**config.mk**
```make
export PLATFORM = sky130hd
export DESIGN_NAME = muldiv_issue_ctrl
export DESIGN_NICKNAME = d
export VERILOG_FILES = /design/src/rtl/muldiv_issue_ctrl.sv
export SDC_FILE = /design/constraint.sdc
export NUM_CORES = 1
export LEC_CHECK = 0
export ABC_AREA = 1
export BUFFER_PORTS_ARGS = -buffer_cell sky130_fd_sc_hd__clkbuf_2
export CAP_MARGIN = 15
export CORE_AREA = 2 2 97 108
export DETAILED_ROUTE_END_ITERATION = 8
export DIE_AREA = 0 0 99 110
export GPL_ROUTABILITY_DRIVEN = 1
export GPL_TIMING_DRIVEN = 0
export PLACE_DENSITY_LB_ADDON = 0.3
export SYNTH_ARGS = -nofsm -noshare
export SYNTH_HDL_FRONTEND = slang
export SYNTH_SLANG_ARGS = --single-unit
```
**constraint.sdc**
```tcl
create_clock -name clk -period 2.74 [get_ports clk]
set_clock_uncertainty 0.1 [all_clocks]
set_input_delay 0.274 -clock clk [delete_from_list [all_inputs] [get_ports clk]]
set_output_delay 0.274 -clock clk [all_outputs]
set_load 0.02 [all_outputs]
```
**src/rtl/muldiv_issue_ctrl.sv**
```systemverilog
// Issue controller for the M-extension MULDIV unit: hands one decoded M instruction
// to MULDIV, waits out the multiply latency or the divide busy window, and presents the result.
//
// state      | meaning
// S_IDLE     | ready for a request once MULDIV is quiet
// S_ISSUE    | start pulse to MULDIV, pick the wait path
// S_MUL_WAIT | counting down the fixed multiplier latency
// S_DIV_WAIT | polling MULDIV busy under a watchdog
// S_DONE     | result held for writeback handshake
module muldiv_issue_ctrl #(
  parameter int DATA_WIDTH  = 32,
  parameter int MUL_LATENCY = 1,
  parameter int DIV_TIMEOUT = 64
) (
  input  logic                  clk,
  input  logic                  rst,
  input  logic                  req_valid_i,
  output logic                  req_ready_o,
  input  logic [2:0]            req_funct3_i,
  input  logic [DATA_WIDTH-1:0] req_rs1_i,
  input  logic [DATA_WIDTH-1:0] req_rs2_i,
  input  logic [4:0]            req_rd_i,
  output logic [DATA_WIDTH-1:0] md_rs1_o,
  output logic [DATA_WIDTH-1:0] md_rs2_o,
  output logic [2:0]            md_funct3_o,
  output logic                  md_start_o,
  input  logic                  md_busy_i,
  input  logic [DATA_WIDTH-1:0] md_c_i,
  output logic                  wb_valid_o,
  input  logic                  wb_ready_i,
  output logic [4:0]            wb_rd_o,
  output logic [DATA_WIDTH-1:0] wb_data_o,
  output logic                  err_o
);

  localparam int CNT_W = (MUL_LATENCY > 1) ? $clog2(MUL_LATENCY + 1) : 1;
  localparam int WD_W  = (DIV_TIMEOUT > 1) ? $clog2(DIV_TIMEOUT + 1) : 1;

  typedef enum logic [2:0] {
    S_IDLE,
    S_ISSUE,
    S_MUL_WAIT,
    S_DIV_WAIT,
    S_DONE
  } state_e;

  state_e                state_q, state_d;
  logic [DATA_WIDTH-1:0] md_rs1_q, md_rs1_d;
  logic [DATA_WIDTH-1:0] md_rs2_q, md_rs2_d;
  logic [2:0]            md_funct3_q, md_funct3_d;
  logic [4:0]            rd_q, rd_d;
  logic [CNT_W-1:0]      cnt_q, cnt_d;
  logic [WD_W-1:0]       wd_q, wd_d;
  logic [DATA_WIDTH-1:0] wb_data_q, wb_data_d;
  logic                  err_q, err_d;

  assign req_ready_o = (state_q == S_IDLE) & ~md_busy_i & ~rst;
  assign md_start_o  = (state_q == S_ISSUE);
  assign wb_valid_o  = (state_q == S_DONE);
  assign md_rs1_o    = md_rs1_q;
  assign md_rs2_o    = md_rs2_q;
  assign md_funct3_o = md_funct3_q;
  assign wb_rd_o     = rd_q;
  assign wb_data_o   = wb_data_q;
  assign err_o       = err_q;

  always_comb begin
    state_d     = state_q;
    md_rs1_d    = md_rs1_q;
    md_rs2_d    = md_rs2_q;
    md_funct3_d = md_funct3_q;
    rd_d        = rd_q;
    cnt_d       = cnt_q;
    wd_d        = wd_q;
    wb_data_d   = wb_data_q;
    err_d       = err_q;
    case (state_q)
      S_IDLE: begin
        if (req_valid_i && req_ready_o) begin
          md_rs1_d    = req_rs1_i;
          md_rs2_d    = req_rs2_i;
          md_funct3_d = req_funct3_i;
          rd_d        = req_rd_i;
          state_d     = S_ISSUE;
        end
      end
      S_ISSUE: begin
        if (!md_funct3_q[2]) begin
          if (MUL_LATENCY == 0) begin
            wb_data_d = md_c_i;
            state_d   = S_DONE;
          end else begin
            cnt_d   = CNT_W'(MUL_LATENCY);
            state_d = S_MUL_WAIT;
          end
        end else if (!md_busy_i) begin
          // divide-by-zero, overflow and fused remainder finish without busy
          wb_data_d = md_c_i;
          state_d   = S_DONE;
        end else begin
          wd_d    = '0;
          state_d = S_DIV_WAIT;
        end
      end
      S_MUL_WAIT: begin
        cnt_d = cnt_q - CNT_W'(1);
        if (cnt_q == CNT_W'(1)) begin
          wb_data_d = md_c_i;
          state_d   = S_DONE;
        end
      end
      S_DIV_WAIT: begin
        if (!md_busy_i) begin
          wb_data_d = md_c_i;
          state_d   = S_DONE;
        end else begin
          wd_d = wd_q + WD_W'(1);
          if (wd_q == WD_W'(DIV_TIMEOUT - 1)) begin
            err_d     = 1'b1;
            wb_data_d = '1;
            state_d   = S_DONE;
          end
        end
      end
      S_DONE: begin
        if (wb_ready_i) state_d = S_IDLE;
      end
      default: state_d = S_IDLE;
    endcase
  end

  always_ff @(posedge clk) begin
    if (rst) begin
      state_q     <= S_IDLE;
      md_rs1_q    <= '0;
      md_rs2_q    <= '0;
      md_funct3_q <= '0;
      rd_q        <= '0;
      cnt_q       <= '0;
      wd_q        <= '0;
      wb_data_q   <= '0;
      err_q       <= 1'b0;
    end else begin
      state_q     <= state_d;
      md_rs1_q    <= md_rs1_d;
      md_rs2_q    <= md_rs2_d;
      md_funct3_q <= md_funct3_d;
      rd_q        <= rd_d;
      cnt_q       <= cnt_d;
      wd_q        <= wd_d;
      wb_data_q   <= wb_data_d;
      err_q       <= err_d;
    end
  end

endmodule
```
==> results of run 1 <==
-- final cells by class --
type / count / area share [%]
repair buffers: 306 / 26.3
multi-input cells: 465 / 27.8
inverters: 23 / 1.18
well taps: 120 / 1.99
flip-flops and latches: 116 / 30.7
clock buffers: 23 / 6.31
plain buffers: 50 / 5.35
clock inverters: 5 / 0.381
-- cell families after synthesis --
group	share of synthesized area, %
adders and majority gates	0.254
buffers and inverters	10.0
DFF	47.2
and+or+nand+nor	33.8
AOI/OAI and AO/OA	8.65
-- sequential cells by signal, indices dropped and copies added, names as in the netlist --
name and cells:
wb_rd_o 5, md_funct3_o 3, state_q 3, md_rs1_o 32, md_rs2_o 32, err_o 1
cnt_q 1, wd_q 7, wb_data_o 32
-- cell usage after synthesis, drive strengths merged --
library cell / count / area [um2]
clkbuf: 15 / 86.3
nand3: 84 / 425
nand2: 137 / 524
nand4: 36 / 225
a21boi: 1 / 7.51
dlygate4sd1: 1 / 8.76
and2: 1 / 6.26
a21oi: 75 / 375
nor2: 121 / 472
nor3: 1 / 10.0
inv: 23 / 88.8
ha: 1 / 12.5
a31oi: 2 / 12.5
o21ai: 6 / 30.0
buf: 34 / 309
dfxtp: 116 / 2320
-- what timing repair did --
item                                   CTS  global route
setup buffers                            0             0
hold buffers                            91             0
endpoints found under the hold margin   91             0
setup endpoints to repair                0             0
-- metal layers --
layer | routed length (um) | up-vias | track usage (%)
li1 | - | 2825 | -
met1 | 6220 | 2671 | 31.1
met2 | 8500 | 325 | 54.7
met3 | 1360 | 61 | 7.63
met4 | 625 | 0 | 16.3
met5 | 0 | - | 0
-- power by group --
group	total, mW	internal [mW]	switching (mW)
sequential	2.15	1.97	0.177
combinational	2.04	0.784	1.26
clock	1.88	1.18	0.699
-- layout by cell type (no fill, tap or decap), types with 2 or more instances in the layout --
master / netlist / final
clkbuf_2: 0 / 215
buf_6: 2 / 2
nor2_1: 118 / 118
a31oi_1: 2 / 2
clkbuf_16: 0 / 16
nand4_1: 36 / 36
buf_12: 7 / 7
a21oi_1: 75 / 75
o21ai_0: 6 / 6
nor2_4: 2 / 2
nand2_1: 133 / 133
clkinv_2: 0 / 4
inv_2: 4 / 4
nand2_2: 4 / 4
clkbuf_1: 12 / 14
clkbuf_8: 3 / 8
nand3_1: 83 / 83
buf_4: 9 / 9
dlygate4sd3_1: 0 / 91
dfxtp_1: 116 / 116
inv_1: 18 / 18
buf_2: 15 / 15
-- worst paths after layout --
path,from,to,slack [ns]
min,md_c_i[20],wb_data_o[20]$_SDFFE_PP0P_,0.008
min reg2reg,md_rs1_o[29]$_SDFFE_PP0P_,md_rs1_o[29]$_SDFFE_PP0P_,0.36
max reg2reg,wd_q[0]$_SDFFE_PP0P_,wb_data_o[23]$_SDFFE_PP0P_,0.86
max,rst,req_ready_o,0.41
-- worst register-to-register path, stage by stage (launching register included) --
cell and delay (ns):
dfxtp_1 0.36, ha_1 0.27, inv_1 0.07, nor2_2 0.15, nand2_1 0.09, nand2_2 0.18, inv_2 0.07, nor2_4 0.13
buf_4 0.20, nor2_1 0.05, nor2_1 0.13
-- per-stage QoR --
| stage | instances | utilization [%] | cell area (um2) | hold WS (ns) | power, mW |
|---|---|---|---|---|---|
| floorplan | 654 | - | 4920 | 0.335 | 3.48 |
| global placement | 989 | 63.0 | 6140 | 0.347 | 4.01 |
| detailed placement | 989 | 63.0 | 6140 | 0.354 | 4.07 |
| CTS | 1108 | 77.5 | 7560 | 0.000266 | 6.05 |
| global route | 1108 | 77.5 | 7560 | 0.0199 | 6.39 |
| finish | 1108 | 77.5 | 7560 | 0.00828 | 6.06 |
==> results.cfg, run 1 <==
[sta]
tns_ns = 0
drv_slew = 0
max_slew_margin_pct = 65.6
period_needed_ns = 2.33
rsz0062_at_grt = no
final_hold_viol_count = 0
fin_crit_sh_pct = 85.1
fmax_mhz = 429
setup_viol = 0
worst_pin_slew_ns = 0.516
worst_slack_ns = 0.407

[placement]
io_buffers = 215
hpwl_mm = 10.6
dpl_worst_slack_ns = 0.914
place.gp.congestion = 0.845

[power_and_ir_drop]
peakVddDrop_mv = 0.762
leakage_nw = 3.40
powerDensity_nw_per_um2 = 802

[logic_synthesis]
yosysWarnings = 0
synth_area_per_cell_um2 = 7.52
syn_inst = 654
syn-cell-area_um2 = 4920
synthesis.nets = 764
synth-seq-cells = 116
seq_area_frac_synth_pct = 47.2
synth_cell_types = 27

[finish]
fin_nets = 1089
fillCellCount = 640
ff_latch_area_um2 = 2320
multi_input_area_um2 = 2100
syn_to_final_growth_pct = 53.8
diodes = 0
layout-drive-gt1-share_pct = 29.5

[route]
finalWirelength_mm = 16.7
drt_iter0_drc = 372
antenna_left = 0
viasPerCell = 5.31
drt-wirelength-per-cell_um = 15.1
drc_errors = 0
vias = 5882
drtPass1Iterations = 5

[cts]
cts_max_level = 4
clk_latency_ns = 0.51
clock_sinks = 116
cts_tree = done
path_clk_slew_ns = 0.05
cts_inserted_buffers = 17
cts_root_buffer = clkbuf_8
ctsResizeCount = 0
clock_path_buffers = 2

[status]
status = completed

[grt]
antenna_found_initial = 0
track_usage_pct = 29.8
grt_max_degree = 17
grt_overflow = 0
grt_pass1_vias = 5728
grt_pass1_wl_mm = 26.1

[floorplanning]
core_area_um2 = 9750
die_width_um = 99
start_util_pct = 50.4
rows = 38
die_area_um2 = 10900
ios = 217
die_y_um = 110

[run]
max-cap-violations = 0

[worst_setup_path]
cp_cell_sequence = dlygate4sd3_1 > clkbuf_8 > inv_4 > nand2_1 > nor3_2 > buf_6 > buf_12 > clkbuf_2
crit_type = in -> out
critPathBufInv = 6
reg2reg_depth = 10
cp_max_fo = 10
startpoint_type = primary input
arrival_ns = 1.96
crit_family = buffers and inverters
path_depth = 8
required_ns = 2.37
end_kind = output pin
max_stage_delay_ns = 0.56
slowest_stage = dlygate4sd3_1

[worst_hold_path]
min_path_cells = 5
min_path_type = in -> reg
Note: power is estimated with default switching activity, not from simulation.
==> run 2, diff against run 1 <==
- HOLD_SLACK_MARGIN: default -> 0.15
==> run 2 against run 1 <==
  * Worst setup slack better by 0.0082 ns
  * Global-route usage up 1.8 points
  * Die area unchanged
  * First-iteration DRC count up 6.7%
  * Maximum frequency up 0.35%
  * Sequential power about the same
  * Register-to-register slack worse by 0.32 ns
  * Design area up 3.0%
  * Count of clock-buffer cells in the layout unchanged
  * Final cell count up 2.1%
  * Combinational power up 3%
==> results.cfg, run 2 (synthesis results as in run 1) <==
[finish]
ff_latch_area_um2 = 2320
fillCellCount = 587
layout-drive-gt1-share_pct = 28.8
multi_input_area_um2 = 2100
instances_no_fill = 1131
diodes = 0
final_common_cell = clkbuf_2
final_cell_mix = clkbuf_2, nand2_1, nor2_1, dfxtp_1, dlygate4sd3_1
fin_nets = 1112
syn_to_final_growth_pct = 58.4

[power_and_ir_drop]
pwr-share-comb_pct = 34.2
power.switching_mw = 2.17
leakage_nw = 3.51
peakVddDrop_mv = 0.811
clkPwrFrac_pct = 30.7
p_int_mw = 3.96
powerDensity_nw_per_um2 = 787
switching_share_pct = 35.3
power_frac_seq_pct = 35.1

[worst_setup_path]
startpoint_type = primary input
required_ns = 2.37
cp-startpoint = rst
arrival_ns = 1.95
cp_max_fo = 10
end_kind = output pin
r2r_start = state_q[1]$_SDFFE_PP0P_
crit_type = in -> out

[cts]
cts_max_level = 4
cts_inserted_buffers = 17
clock_path_buffers = 2
path_clk_slew_ns = 0.05
clock_sinks = 116
cts_tree = done
post_cts_buffers = 0
cts_root_buffer = clkbuf_8
clk_latency_ns = 0.51

[worst_hold_path]
min_path_type = in -> reg
min-delay-start = req_valid_i

[placement]
place.gp.congestion = 0.845
dp_cells = 989
io_buffers = 215
hpwl_mm = 10.6

[floorplanning]
start_util_pct = 50.4
die_area_um2 = 10900
rows = 38
core_area_um2 = 9750
die_y_um = 110
die_width_um = 99
ios = 217

[sta]
rsz0062_at_grt = no
fin_crit_sh_pct = 84.8
fmax_mhz = 430
worst_pin_slew_ns = 0.517
period_needed_ns = 2.32
tns_ns = 0
max_slew_margin_pct = 65.6
setup_viol = 0
drv_slew = 0
final_hold_viol_count = 0

[route]
drc_errors = 0
viasPerCell = 5.38
drtPass1Iterations = 6
finalWirelength_mm = 17.7
vias = 6085
drt-wirelength-per-cell_um = 15.7
drt_iter0_drc = 397
antenna_left = 0

[grt]
grt_max_degree = 17
track_usage_pct = 31.6
grt_overflow = 0
grt_pass1_wl_mm = 27.6
grt_pass1_vias = 6022
antenna_found_initial = 0

[status]
status = completed

[run]
max-cap-violations = 0
run 2: cell types whose count changed in the layout (fill, tap and decap cells not counted):
cell	delta
dlygate4sd3_1	+23
run 2: power by group through the flow:
stage | Combinational [mW] | Clock (mW) | Sequential (mW)
after floorplan | 1.02 | 0 | 2.46
after global placement | 1.86 | 0 | 2.16
after detailed placement | 1.90 | 0 | 2.17
after CTS | 2.05 | 1.90 | 2.14
final | 2.10 | 1.88 | 2.15
after global routing | 2.29 | 1.98 | 2.18
run 2: layer usage:
| layer | vias to the layer above | global-route usage [%] | share of wire [%] |
|---|---|---|---|
| li1 | 2870 | - | - |
| met1 | 2767 | 32.8 | 37 |
| met2 | 368 | 57.4 | 50 |
| met3 | 80 | 9.46 | 8.8 |
| met4 | 0 | 17.0 | 4.2 |
| met5 | - | 0 | 0 |
run 2: per-stage QoR:
stage / utilization (%) / hold slack [ns] / worst slack, ns / power, mW / area, um2
after floorplan: - / 0.335 / 1.08 / 3.48 / 4920
after global placement: 63.0 / 0.347 / 0.984 / 4.01 / 6140
after detailed placement: 63.0 / 0.354 / 0.914 / 4.07 / 6140
after CTS: 79.9 / 0.234 / 0.386 / 6.08 / 7790
after global routing: 79.9 / 0.290 / 0.275 / 6.44 / 7790
final: 79.9 / 0.252 / 0.416 / 6.13 / 7790
run 2: final timing paths:
kind | endpoint | depth (start not counted) | slack, ns
max | req_ready_o | 8 | 0.42
min | md_rs1_o[29]$_SDFFE_PP0P_ | 5 | 0.25
max reg2reg | md_funct3_o[0]$_SDFFE_PP0P_ | 8 | 0.54
min reg2reg | md_rs1_o[29]$_SDFFE_PP0P_ | 2 | 0.36
run 2: what timing repair did:
action,CTS,global route
resized for setup,0,0
hold buffers,114,0
hold endpoints to repair,114,0
run 2: final cells by class:
type / count / share of cell area (%)
inverters: 23 / 1.14
well taps: 120 / 1.93
clock inverters: 5 / 0.369
repair buffers: 329 / 28.5
multi-input cells: 465 / 27.0
clock buffers: 23 / 6.12
flip-flops and latches: 116 / 29.8
plain buffers: 50 / 5.19
run 2: worst max-delay path, cell delays in order:
cell	delay (ns)
dlygate4sd3_1	0.55
clkbuf_8	0.17
inv_4	0.10
nand2_1	0.09
nor3_2	0.19
buf_6	0.25
buf_12	0.15
clkbuf_2	0.16
==> run 3, diff against run 2 <==
- CORE_AREA: 2 2 97 108 -> 2 2 101 113
- DIE_AREA: 0 0 99 110 -> 0 0 103 115
- clock period: 2.74 -> 2.2 ns (I/O delays scaled with it)
==> run 3 against run 2 <==
  * Count of clock-buffer cells in the layout down 1
  * Sequential power up 24%
  * Critical path type is now reg -> out
  * Design area up 1.6%
  * Flip-flop and latch count unchanged
  * Worst hold slack worse by 0.094 ns
  * Combinational power up 23%
  * Worst setup slack worse by 0.37 ns
  * Clock power up 51%
  * Total power up 32%
==> results.cfg, run 3 (synthesis results as in run 1) <==
[status]
status = completed

[route]
vias = 5973
finalWirelength_mm = 17.4
drt_iter0_drc = 327
antenna_left = 0
drt-wirelength-per-cell_um = 15.0
drtPass1Iterations = 5
viasPerCell = 5.15
drc_errors = 0

[worst_hold_path]
min-delay-start = md_busy_i
min_path_type = in -> reg

[worst_setup_path]
r2r_slack_ns = 0.12
r2r_start = state_q[1]$_SDFFE_PP0P_
crit_type = reg -> out
startpoint_type = flop
cp_cell_sequence = inv_2 > nand2_1 > nor3_2 > buf_6 > buf_12 > clkbuf_2
rr_endpoint = wb_rd_o[2]$_SDFFE_PP0P_
end_kind = output pin
arrival_ns = 1.84
reg2reg_depth = 7
worstSetupEndpoint = req_ready_o
max_stage_delay_ns = 0.38
cp-startpoint = state_q[1]$_SDFFE_PP0P_
cp_max_fo = 10
required_ns = 1.88
slowest_stage = dfxtp_1

[floorplanning]
core_area_um2 = 10700
die_area_um2 = 11800
ios = 217
start_util_pct = 45.9
rows = 40
die_width_um = 103
die_y_um = 115

[finish]
syn_to_final_growth_pct = 61.0
final_cell_mix = clkbuf_2, nand2_1, nor2_1, dfxtp_1, dlygate4sd3_1
final_common_cell = clkbuf_2
instances_no_fill = 1159
utilization_pct = 73.9
fin_nets = 1110
design_area_um2 = 7920
layout-drive-gt1-share_pct = 29.2

[power_and_ir_drop]
leakage_nw = 3.53
powerDensity_nw_per_um2 = 1020
clkPwrFrac_pct = 35.0
switching_share_pct = 33.9
p_int_mw = 5.35
peakVddDrop_mv = 0.605
power_frac_seq_pct = 32.9
power.switching_mw = 2.74
pwr-share-comb_pct = 32.0

[cts]
cts_root_buffer = clkbuf_16
post_cts_buffers = 0
clock_path_buffers = 2
clk_latency_ns = 0.41
clock_sinks = 116
cts_inserted_buffers = 17
cts_max_level = 4
cts_tree = done
path_clk_slew_ns = 0.05

[grt]
track_usage_pct = 28.7
grt_max_degree = 17
grt_pass1_wl_mm = 26.9
antenna_found_initial = 1
grt_pass1_vias = 5745
grt_overflow = 0

[placement]
post_dp_cell_area_um2 = 6180
dp_cells = 1016
io_buffers = 215
place.gp.congestion = 0.829
hpwl_mm = 10.0

[sta]
rsz0062_at_grt = no
tns_ns = 0
max_slew_margin_pct = 65.5
worst_pin_slew_ns = 0.518
drv_slew = 0
setup_viol = 0
final_hold_viol_count = 0
period_needed_ns = 2.16
fmax_mhz = 464
fin_crit_sh_pct = 98.0
hold_slack_ns = 0.158

[run]
max-cap-violations = 0
-- run 3: worst min-delay path by stage --
stage	endpoint	slack, ns	cells after the start
after floorplan	md_funct3_o[1]$_SDFFE_PP0P_	0.28	2
after global placement	md_rs1_o[23]$_SDFFE_PP0P_	0.35	2
after detailed placement	md_rs1_o[23]$_SDFFE_PP0P_	0.35	2
after CTS	state_q[1]$_SDFFE_PP0P_	0.15	5
after global routing	state_q[1]$_SDFFE_PP0P_	0.25	5
final	state_q[1]$_SDFFE_PP0P_	0.16	5
-- run 3: stage by stage --
step	power [mW]	setup WS, ns
after floorplan	4.34	0.544
after detailed placement	5.06	0.385
after global routing	8.49	0.00287
after CTS	8.06	0.0416
after global placement	5.03	0.434
final	8.09	0.0447
-- run 3: what timing repair did --
action | in CTS | in global routing
gates resized for setup | 0 | 2
setup endpoints to repair | 0 | 3
hold endpoints to repair | 113 | 0
hold buffers | 112 | 0
-- run 3: cell type report --
type                            count  area, um2
Clock buffer                       22        484
Timing Repair Buffer              327       2200
Multi-Input combinational cell    465       2110
Clock inverter                      8        124
Antenna cell                        1       2.50
Inverter                           23       88.8
Sequential cell                   116       2320
Buffer                             50        404
Tap cell                          147        184
Fill cell                         759       2800
-- run 3: per-layer routing --
metal  GRT usage (%)  wire length [um]
met3            10.1              1570
met1            30.5              6790
met4            16.4               711
met2            48.9              8350
met5               0                 0
-- run 3: power groups by stage --
stage	Sequential (mW)	Clock (mW)	Combinational [mW]
finish	2.67	2.84	2.59
global placement	2.69	0	2.34
floorplan	3.07	0	1.27
CTS	2.66	2.86	2.54
global route	2.71	2.97	2.81
detailed placement	2.70	0	2.36
-- run 3: worst max-delay path: cells and delay by family (launching register included) --
kind	cells	cell delay, ns
buffers and inverters	4	0.68
flip-flops	1	0.38
AND/OR/NAND/NOR	2	0.37
